### src/rtl/fb_transpose_ctrl_pkg.sv
// Shared defaults and helpers for the frame-buffer transpose controller.
package fb_transpose_ctrl_pkg;

    localparam int DEF_DATA_WIDTH = 8;
    localparam int DEF_IMG_W      = 128;
    localparam int DEF_IMG_H      = 128;
    localparam int DEF_ADDR_WIDTH = 14;

    // Output skid holds at most this many pixels, counting the read in flight.
    localparam logic [2:0] SKID_LIMIT = 3'd2;

    typedef logic [1:0] skid_cnt_t;

    // Counter width for a modulo-n counter; never returns less than 1.
    function automatic int cnt_width(input int n);
        int w;
        w = 1;
        while ((1 << w) < n) begin
            w = w + 1;
        end
        return w;
    endfunction

endpackage

### src/rtl/fb_out_skid.sv
// Two-entry valid/ready FIFO carrying {data, last, eof}; entry 0 is the head.
module fb_out_skid
    import fb_transpose_ctrl_pkg::*;
#(
    parameter int DATA_WIDTH = DEF_DATA_WIDTH
) (
    input  logic                  clk,
    input  logic                  rst,
    input  logic                  push_valid_i,
    input  logic [DATA_WIDTH-1:0] push_data_i,
    input  logic                  push_last_i,
    input  logic                  push_eof_i,
    input  logic                  pop_ready_i,
    output logic                  pop_valid_o,
    output logic [DATA_WIDTH-1:0] pop_data_o,
    output logic                  pop_last_o,
    output logic                  pop_eof_o,
    output skid_cnt_t             count_o
);

    localparam int EW = DATA_WIDTH + 2;

    logic [EW-1:0] e0_q, e0_d;
    logic [EW-1:0] e1_q, e1_d;
    skid_cnt_t     cnt_q, cnt_d;
    logic [EW-1:0] in_s;
    logic          pop_s;

    // Next-state for the two entries and occupancy on push/pop combinations.
    always_comb begin
        in_s  = {push_data_i, push_last_i, push_eof_i};
        pop_s = (cnt_q != 2'd0) && pop_ready_i;
        e0_d  = e0_q;
        e1_d  = e1_q;
        cnt_d = cnt_q;
        case ({push_valid_i, pop_s})
            2'b10: begin
                if (cnt_q == 2'd0) begin
                    e0_d  = in_s;
                    cnt_d = 2'd1;
                end else if (cnt_q == 2'd1) begin
                    e1_d  = in_s;
                    cnt_d = 2'd2;
                end else begin
                    cnt_d = cnt_q;
                end
            end
            2'b01: begin
                e0_d  = e1_q;
                cnt_d = cnt_q - 2'd1;
            end
            2'b11: begin
                if (cnt_q == 2'd1) begin
                    e0_d = in_s;
                end else begin
                    e0_d = e1_q;
                    e1_d = in_s;
                end
            end
            default: begin
                cnt_d = cnt_q;
            end
        endcase
    end

    // Entry and occupancy registers.
    always_ff @(posedge clk) begin
        if (rst) begin
            e0_q  <= {EW{1'b0}};
            e1_q  <= {EW{1'b0}};
            cnt_q <= 2'd0;
        end else begin
            e0_q  <= e0_d;
            e1_q  <= e1_d;
            cnt_q <= cnt_d;
        end
    end

    assign pop_valid_o = (cnt_q != 2'd0);
    assign pop_data_o  = e0_q[EW-1:2];
    assign pop_last_o  = e0_q[1];
    assign pop_eof_o   = e0_q[0];
    assign count_o     = cnt_q;

endmodule

### src/rtl/fb_transpose_ctrl.sv
// Ping-pong frame-buffer sequencer: row-major writes into one bank while a
// completed bank is read back column-major through a 2-entry output skid.
module fb_transpose_ctrl
    import fb_transpose_ctrl_pkg::*;
#(
    parameter int DATA_WIDTH = DEF_DATA_WIDTH,
    parameter int IMG_W      = DEF_IMG_W,
    parameter int IMG_H      = DEF_IMG_H,
    parameter int ADDR_WIDTH = DEF_ADDR_WIDTH
) (
    input  logic                  clk,
    input  logic                  rst,
    input  logic                  s_valid,
    output logic                  s_ready,
    input  logic [DATA_WIDTH-1:0] s_data,
    output logic                  m_valid,
    input  logic                  m_ready,
    output logic [DATA_WIDTH-1:0] m_data,
    output logic                  m_last,
    output logic                  m_eof,
    output logic                  fb_wr_en,
    output logic [ADDR_WIDTH:0]   fb_wr_addr,
    output logic [DATA_WIDTH-1:0] fb_wr_data,
    output logic [ADDR_WIDTH:0]   fb_rd_addr,
    input  logic [DATA_WIDTH-1:0] fb_rd_data,
    output logic [1:0]            bank_full
);

    localparam int N  = IMG_W * IMG_H;
    localparam int RW = cnt_width(IMG_H);
    localparam int CW = cnt_width(IMG_W);
    localparam logic [ADDR_WIDTH-1:0] WA_LAST  = ADDR_WIDTH'(N - 1);
    localparam logic [ADDR_WIDTH-1:0] ROW_STEP = ADDR_WIDTH'(IMG_W);
    localparam logic [RW-1:0]         R_LAST   = RW'(IMG_H - 1);
    localparam logic [CW-1:0]         C_LAST   = CW'(IMG_W - 1);

    logic                  wb_q, wb_d;
    logic [ADDR_WIDTH-1:0] wa_q, wa_d;
    logic [1:0]            bank_full_q, bank_full_d;
    logic                  rb_q, rb_d;
    logic [RW-1:0]         r_q, r_d;
    logic [CW-1:0]         c_q, c_d;
    logic [ADDR_WIDTH-1:0] ra_q, ra_d;
    logic [ADDR_WIDTH:0]   rd_addr_q, rd_addr_d;
    logic                  infl_valid_q, infl_last_q, infl_eof_q;

    logic                  s_hs_s;
    logic                  skid_pop_s;
    skid_cnt_t             skid_cnt_s;
    logic [2:0]            occ_s;
    logic                  rd_issue_s;
    logic                  tag_last_s, tag_eof_s;
    logic [1:0]            set_mask_s, clr_mask_s;

    // Handshakes, read-issue decision and the tags of the pixel being issued.
    always_comb begin
        s_ready    = !rst && !bank_full_q[wb_q];
        s_hs_s     = s_valid && s_ready;
        skid_pop_s = m_valid && m_ready;
        // A pop this cycle frees a slot in time for the read issued now.
        occ_s      = {1'b0, skid_cnt_s} + {2'b00, infl_valid_q} - {2'b00, skid_pop_s};
        rd_issue_s = !rst && bank_full_q[rb_q] && (occ_s < SKID_LIMIT);
        tag_last_s = (r_q == R_LAST);
        tag_eof_s  = tag_last_s && (c_q == C_LAST);
    end

    // Next-state for the write pointer, the column-major read walk and bank flags.
    always_comb begin
        wb_d       = wb_q;
        wa_d       = wa_q;
        rb_d       = rb_q;
        r_d        = r_q;
        c_d        = c_q;
        ra_d       = ra_q;
        rd_addr_d  = rd_addr_q;
        set_mask_s = 2'b00;
        clr_mask_s = 2'b00;
        if (s_hs_s) begin
            if (wa_q == WA_LAST) begin
                wa_d             = {ADDR_WIDTH{1'b0}};
                wb_d             = ~wb_q;
                set_mask_s[wb_q] = 1'b1;
            end else begin
                wa_d = wa_q + ADDR_WIDTH'(1);
            end
        end else begin
            wa_d = wa_q;
        end
        if (rd_issue_s) begin
            rd_addr_d = {rb_q, ra_q};
            if (r_q == R_LAST) begin
                r_d = {RW{1'b0}};
                if (c_q == C_LAST) begin
                    c_d              = {CW{1'b0}};
                    ra_d             = {ADDR_WIDTH{1'b0}};
                    rb_d             = ~rb_q;
                    clr_mask_s[rb_q] = 1'b1;
                end else begin
                    // Top of the next column is simply its column index.
                    c_d  = c_q + CW'(1);
                    ra_d = ADDR_WIDTH'(c_q) + ADDR_WIDTH'(1);
                end
            end else begin
                r_d  = r_q + RW'(1);
                ra_d = ra_q + ROW_STEP;
            end
        end else begin
            rd_addr_d = rd_addr_q;
        end
        // Set and clear always target different banks, so both apply.
        bank_full_d = (bank_full_q | set_mask_s) & ~clr_mask_s;
    end

    // State registers, including the in-flight tag stage matching RAM latency.
    always_ff @(posedge clk) begin
        if (rst) begin
            wb_q         <= 1'b0;
            wa_q         <= {ADDR_WIDTH{1'b0}};
            bank_full_q  <= 2'b00;
            rb_q         <= 1'b0;
            r_q          <= {RW{1'b0}};
            c_q          <= {CW{1'b0}};
            ra_q         <= {ADDR_WIDTH{1'b0}};
            rd_addr_q    <= {(ADDR_WIDTH + 1){1'b0}};
            infl_valid_q <= 1'b0;
            infl_last_q  <= 1'b0;
            infl_eof_q   <= 1'b0;
        end else begin
            wb_q         <= wb_d;
            wa_q         <= wa_d;
            bank_full_q  <= bank_full_d;
            rb_q         <= rb_d;
            r_q          <= r_d;
            c_q          <= c_d;
            ra_q         <= ra_d;
            rd_addr_q    <= rd_addr_d;
            infl_valid_q <= rd_issue_s;
            infl_last_q  <= rd_issue_s && tag_last_s;
            infl_eof_q   <= rd_issue_s && tag_eof_s;
        end
    end

    // Frame-buffer port drive; the read address holds its last value when idle.
    always_comb begin
        fb_wr_en   = s_hs_s;
        fb_wr_data = s_data;
        if (rst) begin
            fb_wr_addr = {(ADDR_WIDTH + 1){1'b0}};
            fb_rd_addr = {(ADDR_WIDTH + 1){1'b0}};
        end else begin
            fb_wr_addr = {wb_q, wa_q};
            fb_rd_addr = rd_issue_s ? {rb_q, ra_q} : rd_addr_q;
        end
    end

    assign bank_full = bank_full_q;

    fb_out_skid #(
        .DATA_WIDTH (DATA_WIDTH)
    ) u_skid (
        .clk          (clk),
        .rst          (rst),
        .push_valid_i (infl_valid_q),
        .push_data_i  (fb_rd_data),
        .push_last_i  (infl_last_q),
        .push_eof_i   (infl_eof_q),
        .pop_ready_i  (m_ready),
        .pop_valid_o  (m_valid),
        .pop_data_o   (m_data),
        .pop_last_o   (m_last),
        .pop_eof_o    (m_eof),
        .count_o      (skid_cnt_s)
    );

endmodule

### config.mk
export PLATFORM = sky130hd
export DESIGN_NAME = fb_transpose_ctrl
export DESIGN_NICKNAME = d
export VERILOG_FILES = /design/src/rtl/fb_transpose_ctrl_pkg.sv /design/src/rtl/fb_out_skid.sv /design/src/rtl/fb_transpose_ctrl.sv
export SDC_FILE = /design/constraint.sdc
export NUM_CORES = 1
export LEC_CHECK = 0
export BUFFER_PORTS_ARGS = -buffer_cell sky130_fd_sc_hd__buf_2
export CORE_MARGIN = 2
export CORE_UTILIZATION = 55
export CTS_CLUSTER_DIAMETER = 30
export CTS_CLUSTER_SIZE = 25
export DETAILED_ROUTE_END_ITERATION = 10
export GPL_TIMING_DRIVEN = 1
export PLACE_DENSITY = 0.86
export SLEW_MARGIN = 20
export SYNTH_ARGS = -nofsm -noshare
export SYNTH_HDL_FRONTEND = slang
export SYNTH_SLANG_ARGS = --single-unit
export TNS_END_PERCENT = 5
### constraint.sdc
create_clock -name clk -period 3.4 [get_ports clk]
set_clock_uncertainty 0.1 [all_clocks]
set_input_delay 0.34 -clock clk [delete_from_list [all_inputs] [get_ports clk]]
set_output_delay 0.34 -clock clk [all_outputs]
set_load 0.02 [all_outputs]
=== Word-level counts from Yosys, hierarchy flattened ===
Cells that the tools add are included.

* Flip-flop bits (word level): 86
* Bits of input ports: 20
* Output and inout bits: 53
* Logic and storage cells: 96

* Add/subtract/negate cells: 8
* $lt $le $gt $ge: 5
* Equality and inequality tests: 11
* Mux-type cells: 30
* Bitwise logic cells: 5
* Reduce and logical (&&, ||, !) cells: 23

{| class="wikitable"
|+ Operator list
! kind !! count
|-
| $mux 15 || 3
|-
| $mux 10 || 4
|-
| $pmux 10 s3 || 1
|-
| $mux 14 || 2
|-
| $pmux 10 s2 || 1
|-
| $add 14x1->14 const B || 1
|-
| $add 14x8->14 const B || 1
|-
| $add 7x1->7 const B || 2
|-
| $eq 14x14->1 const B || 1
|-
| $eq 7x7->1 const B || 2
|-
| $mux 2 || 7
|-
| $mux 7 || 2
|-
| $logic_and 1x1->1 || 10
|-
| $add 7x1->8 const B || 1
|-
| $mux 8 || 1
|-
| $reduce_and 2->1 || 4
|-
| $mux 1 || 6
|-
| $reduce_and 3->1 || 2
|-
| $reduce_bool 2->1 || 3
|-
| $eq 2x1->1 const B || 2
|-
| $eq 2x2->1 const B || 2
|-
| $lt 1x2->1 const B || 2
|-
| $ne 2x2->1 const B || 2
|-
| $pmux 2 s2 || 1
|-
| other kinds (15) || 19
|}

=== Logic depth before layout (Yosys ltp) ===
* Depth in word-level cells: 9
* Gate-level depth with buffers: 13
* Depth with buffers taken out: 11

=== By module ===
From an unflattened synthesis, not the netlist that was laid out.

* Cells, all modules: 497
* Area total of the unflattened synthesis: 4425.5 µm²

{| class="wikitable"
|+ Modules (own cells, without submodules)
! module !! instances !! cells each !! area each (µm²) !! sequential area each (µm²)
|-
| fb_transpose_ctrl || 1 || 356 || 3139.3 || 1281.2
|-
| fb_out_skid || 1 || 141 || 1286.2 || 440.4
|}

=== Least setup slack after synthesis ===
OpenSTA, ideal clock, no wires.

* Path type: register to output
* From: reg u_skid.cnt_q[1] (netlist: u_skid.count_o[1])
* To: out fb_rd_addr[10]
* Arrival: 2.962 ns
* Data required time: 2.960 ns
* Setup slack: -0.002 ns
* Stages on the path, launching flop included: 13
* Buffers on the path: 2
* Cell sequence: dfxtp_1 -> inv_1 -> ha_1 -> nand2b_1 -> nor2_1 -> o21ai_0 -> fa_1 -> xnor2_1 -> and3_1 -> buf_2 -> buf_1 -> nand2_1 -> a21oi_1

* Word-level cells in the longest chain between the ends: 7
* Elaborated cells on any way between the ends: 8
* Classes of those cells: add/sub: 2; order compare: 1; mux: 2; reduce/logical: 3

{| class="wikitable"
|+ RTL lines
! element !! RTL line !! RTL
|-
| from (decl) || fb_out_skid.sv:25 || <nowiki>skid_cnt_t cnt_q, cnt_d;</nowiki>
|-
| from (signal assigned) || fb_out_skid.sv:75 || <nowiki>cnt_q <= cnt_d;</nowiki>
|-
| branches (longest 2 deep; another with $add 2x1->3) || - ||
|-
| $sub 3x1->3 * || fb_transpose_ctrl.sv:61 || <nowiki>occ_s = {1'b0, skid_cnt_s} + {2'b00, infl_valid_q} - {2'b00, skid_pop_s};</nowiki>
|-
| $lt 3x2->1 * || fb_transpose_ctrl.sv:62 || <nowiki>rd_issue_s = !rst && bank_full_q[rb_q] && (occ_s < SKID_LIMIT);</nowiki>
|-
| $logic_and 1x1->1 * || fb_transpose_ctrl.sv:62 ||
|-
| $mux 15 * (2 in a row) || - ||
|-
| to (decl) || fb_transpose_ctrl.sv:24 || <nowiki>output logic [ADDR_WIDTH:0] fb_rd_addr,</nowiki>
|}

Every way passes the cells marked *.

=== Worst setup path after layout ===
* From: reg u_skid.cnt_q[0] (netlist: u_skid.count_o[0])
* To: out fb_rd_addr[12]

The elaborated chain is that of the path after synthesis.

==> reports/metrics.yaml <==
status:
  status: "complete, no violations"
critical_path:
  cp_cell_sequence: "inv_2 -> ha_2 -> nand2b_4 -> inv_1 -> nor2_2 -> o21ai_1 -> fa_2 -> xnor2_4 -> and3_4 -> buf_12 -> nand2_1 -> a21oi_1 -> buf_2"
  cpPeakStageDelay_ps: 430
  cp-end-kind: "primary output"
  critPathSlowestCell: "fa_2"
  cp.arrival_ps: 2810
  worstPathRequired_ps: 2960
  worstSetupPathType: "reg2out"
  crit_family: "adder cells"
  crit_fanout: 16
  cp-start-kind: "flip-flop"
  crit_buf_inv: 4
timing:
  fin_tns_setup_ps: 0
  timing.final.max_slew_violations: 0
  hold_violations: 0
  fin_crit_sh_pct: 95.5
  finalSetupViolCount: 0
  period_needed_ps: 3250
  tightestPinTransition_ps: 882
  rsz0062_at_grt: "false"
  slew_headroom_pct: 39.5
  fmax_ghz: 0.308
placed_design:
  gp_congestion: 0.874
  io_buffers: 56
  dpl.hpwl_um: 6340
cells_and_area:
  multi_input_area_mm2: 0.00214
  final_common_cell: "dfxtp_1"
  drive_above_1_share_pct: 21.9
  nets: 550
  layout_common_cells: "dfxtp_1, nand2_1, buf_2, a21oi_1, nor2_1"
  antenna_cells: 0
  fillCellCount: 565
  regArea_mm2: 0.00172
  syn_to_final_growth_pct: 17.0
synthesis:
  synth_edf_count: 0
  synthDistinctLibCells: 50
  avgSynthCellArea_um2: 8.49
  yosysSeqAreaShare_pct: 43.3
  synth_top_area_cell: "dfxtp_1"
  yosys_warnings: 0
  synthCells: 468
  yosys-top-cells-area: "dfxtp_1, a21oi_1, nand2_1, nor2_1, nand3_1"
  synthArstFlopShare_pct: 0
  synth_top_area_share_pct: 43.3
  synth_area_mm2: 0.00397
  ys_ff_latch: 86
  synthesis.nets: 497
  synthFlopType: "dfxtp_1"
power_and_ir_drop:
  power_uw: 1770
  powerDensity_mw_per_mm2: 381
  ir_drop_mv: 0.217
  p_leak_uw: 0.00173
drt:
  viasPerCell: 5.80
  routedWlPerCell_um: 15.3
  drc: 0
  routed_wl_um: 9500
  drt_iter0_drc: 222
  vias: 3608
  ant_nets: 0
  first_pass_iters: 5
clock_network:
  cts-root-buf: "clkbuf_8"
  path_clk_slew_ps: 100
  htree_levels: 3
  cts_made_buffers: 9
  clkLatencyLatePin_ps: 370
  clock-sinks: 86
  cts_tree: "done"
  ctsLongestPathBuffers: 2
die:
  die_area_mm2: 0.00792
  die_y_um: 89.0
  pin_count: 73
  rows: 30
  die_w_um: 89.0
  initial_core_util_pct: 57.5
  core_area_mm2: 0.00691
global_routing:
  overflow: 0
  grt_pass1_wl_um: 15200
  grt_pass1_vias: 3433
  grt_use_total_pct: 24.4
  grt_max_degree: 38
  antenna_found_initial: 0
hold_path:
  worstHoldPathType: "in2reg"
run:
  drv_cap: 0
layer usage:
layer | vias up | share of wire (%) | track usage, %
met5 | - | 0 | 0
met4 | 0 | 1.7 | 10.6
met3 | 20 | 4.5 | 3.97
met2 | 107 | 53 | 44.8
met1 | 1708 | 41 | 27.7
li1 | 1773 | - | -
timing repair:
item,4_1_cts,5_1_grt
hold buffers,0,0
resized for setup,17,12
setup endpoints to repair,15,15
buffers inserted,4,2
pin swaps,4,4
sequential cells by signal, indices dropped and copies added, names as in the netlist, 2 cells and up:
| signal | count |
|---|---|
| u_skid.e0_q | 10 |
| ra_q | 14 |
| rd_addr_q | 15 |
| bank_full | 2 |
| u_skid.e1_q | 10 |
| u_skid.count_o | 2 |
| r_q | 7 |
| wa_q | 14 |
| c_q | 7 |
worst paths after layout:
check / startpoint / end / slack, ps / depth (start not counted)
worst max register to register: u_skid.count_o[0]$_SDFFE_PP0P_ / ra_q[12]$_SDFFE_PP0P_ / 360 / 11
worst min-delay path: fb_rd_data[2] / u_skid.e1_q[4]$_SDFFE_PP0P_ / 150 / 3
worst max-delay path: u_skid.count_o[0]$_SDFFE_PP0P_ / fb_rd_addr[12] / 150 / 13
worst min register to register: rd_addr_q[6]$_DFF_P_ / rd_addr_q[6]$_DFF_P_ / 360 / 2
through the flow:
stage                     utilization [%]  instance area (µm²)  hold WS, ps  std cells  setup WS, ps
after floorplan                         -                 3980          332        468         -2.24
after global placement               62.4                 4310          343        600           226
after detailed placement             62.4                 4310          352        600          87.7
after CTS                            66.3                 4580          132        620          15.3
after global routing                 67.3                 4650          151        622          15.7
final                                67.3                 4650          146        622           152
report_power, final:
part | switching [µW] | internal, µW
sequential | 2.53 | 1010
combinational | 35.9 | 16.2
clock | 419 | 290
total | 457 | 1310
worst reg2reg max path: stages, from the launching register on:
cell and delay, ps:
dfxtp_2 340, inv_2 70, ha_2 170, nand2b_4 140
inv_1 70, nor2_2 100, o21ai_1 90, fa_2 630
nor2b_1 220, nand3_1 290, or4_1 600, a21oi_1 160
area by class of cell:
type	count	area share, %
Inverter	11	0.889
Clock inverter	7	1.48
Timing Repair Buffer	70	9.15
Multi-Input combinational cell	343	46.1
Sequential cell	86	37.1
Clock buffer	9	2.67
Tap cell	96	2.58
cells in the mapped netlist, types with 7 or more instances:
cell type  number
ha_1            8
nand2_1        54
xor2_1          8
nand4_1         9
buf_4           8
nor2_1         35
a21oi_1        43
clkbuf_1       13
dfxtp_1        86
nand3_1        26
a211oi_1       10
nor3_1          8
a22oi_1        10
nor2b_1        15
or3_1           7
inv_1          10
o21ai_0        24
xnor2_1        14
cell families (layout without fill, tap and decap cells):
family / Yosys count / after routing / share of synthesized area (%)
simple gates: 190 / 190 / 24.4
compound gates: 113 / 113 / 17.3
flops: 86 / 86 / 43.3
buf+inv: 39 / 97 / 4.60
xor+xnor: 22 / 22 / 4.85
fa+ha+maj: 9 / 9 / 3.02
mux: 9 / 9 / 2.46
(Power assumes the default switching activity.)
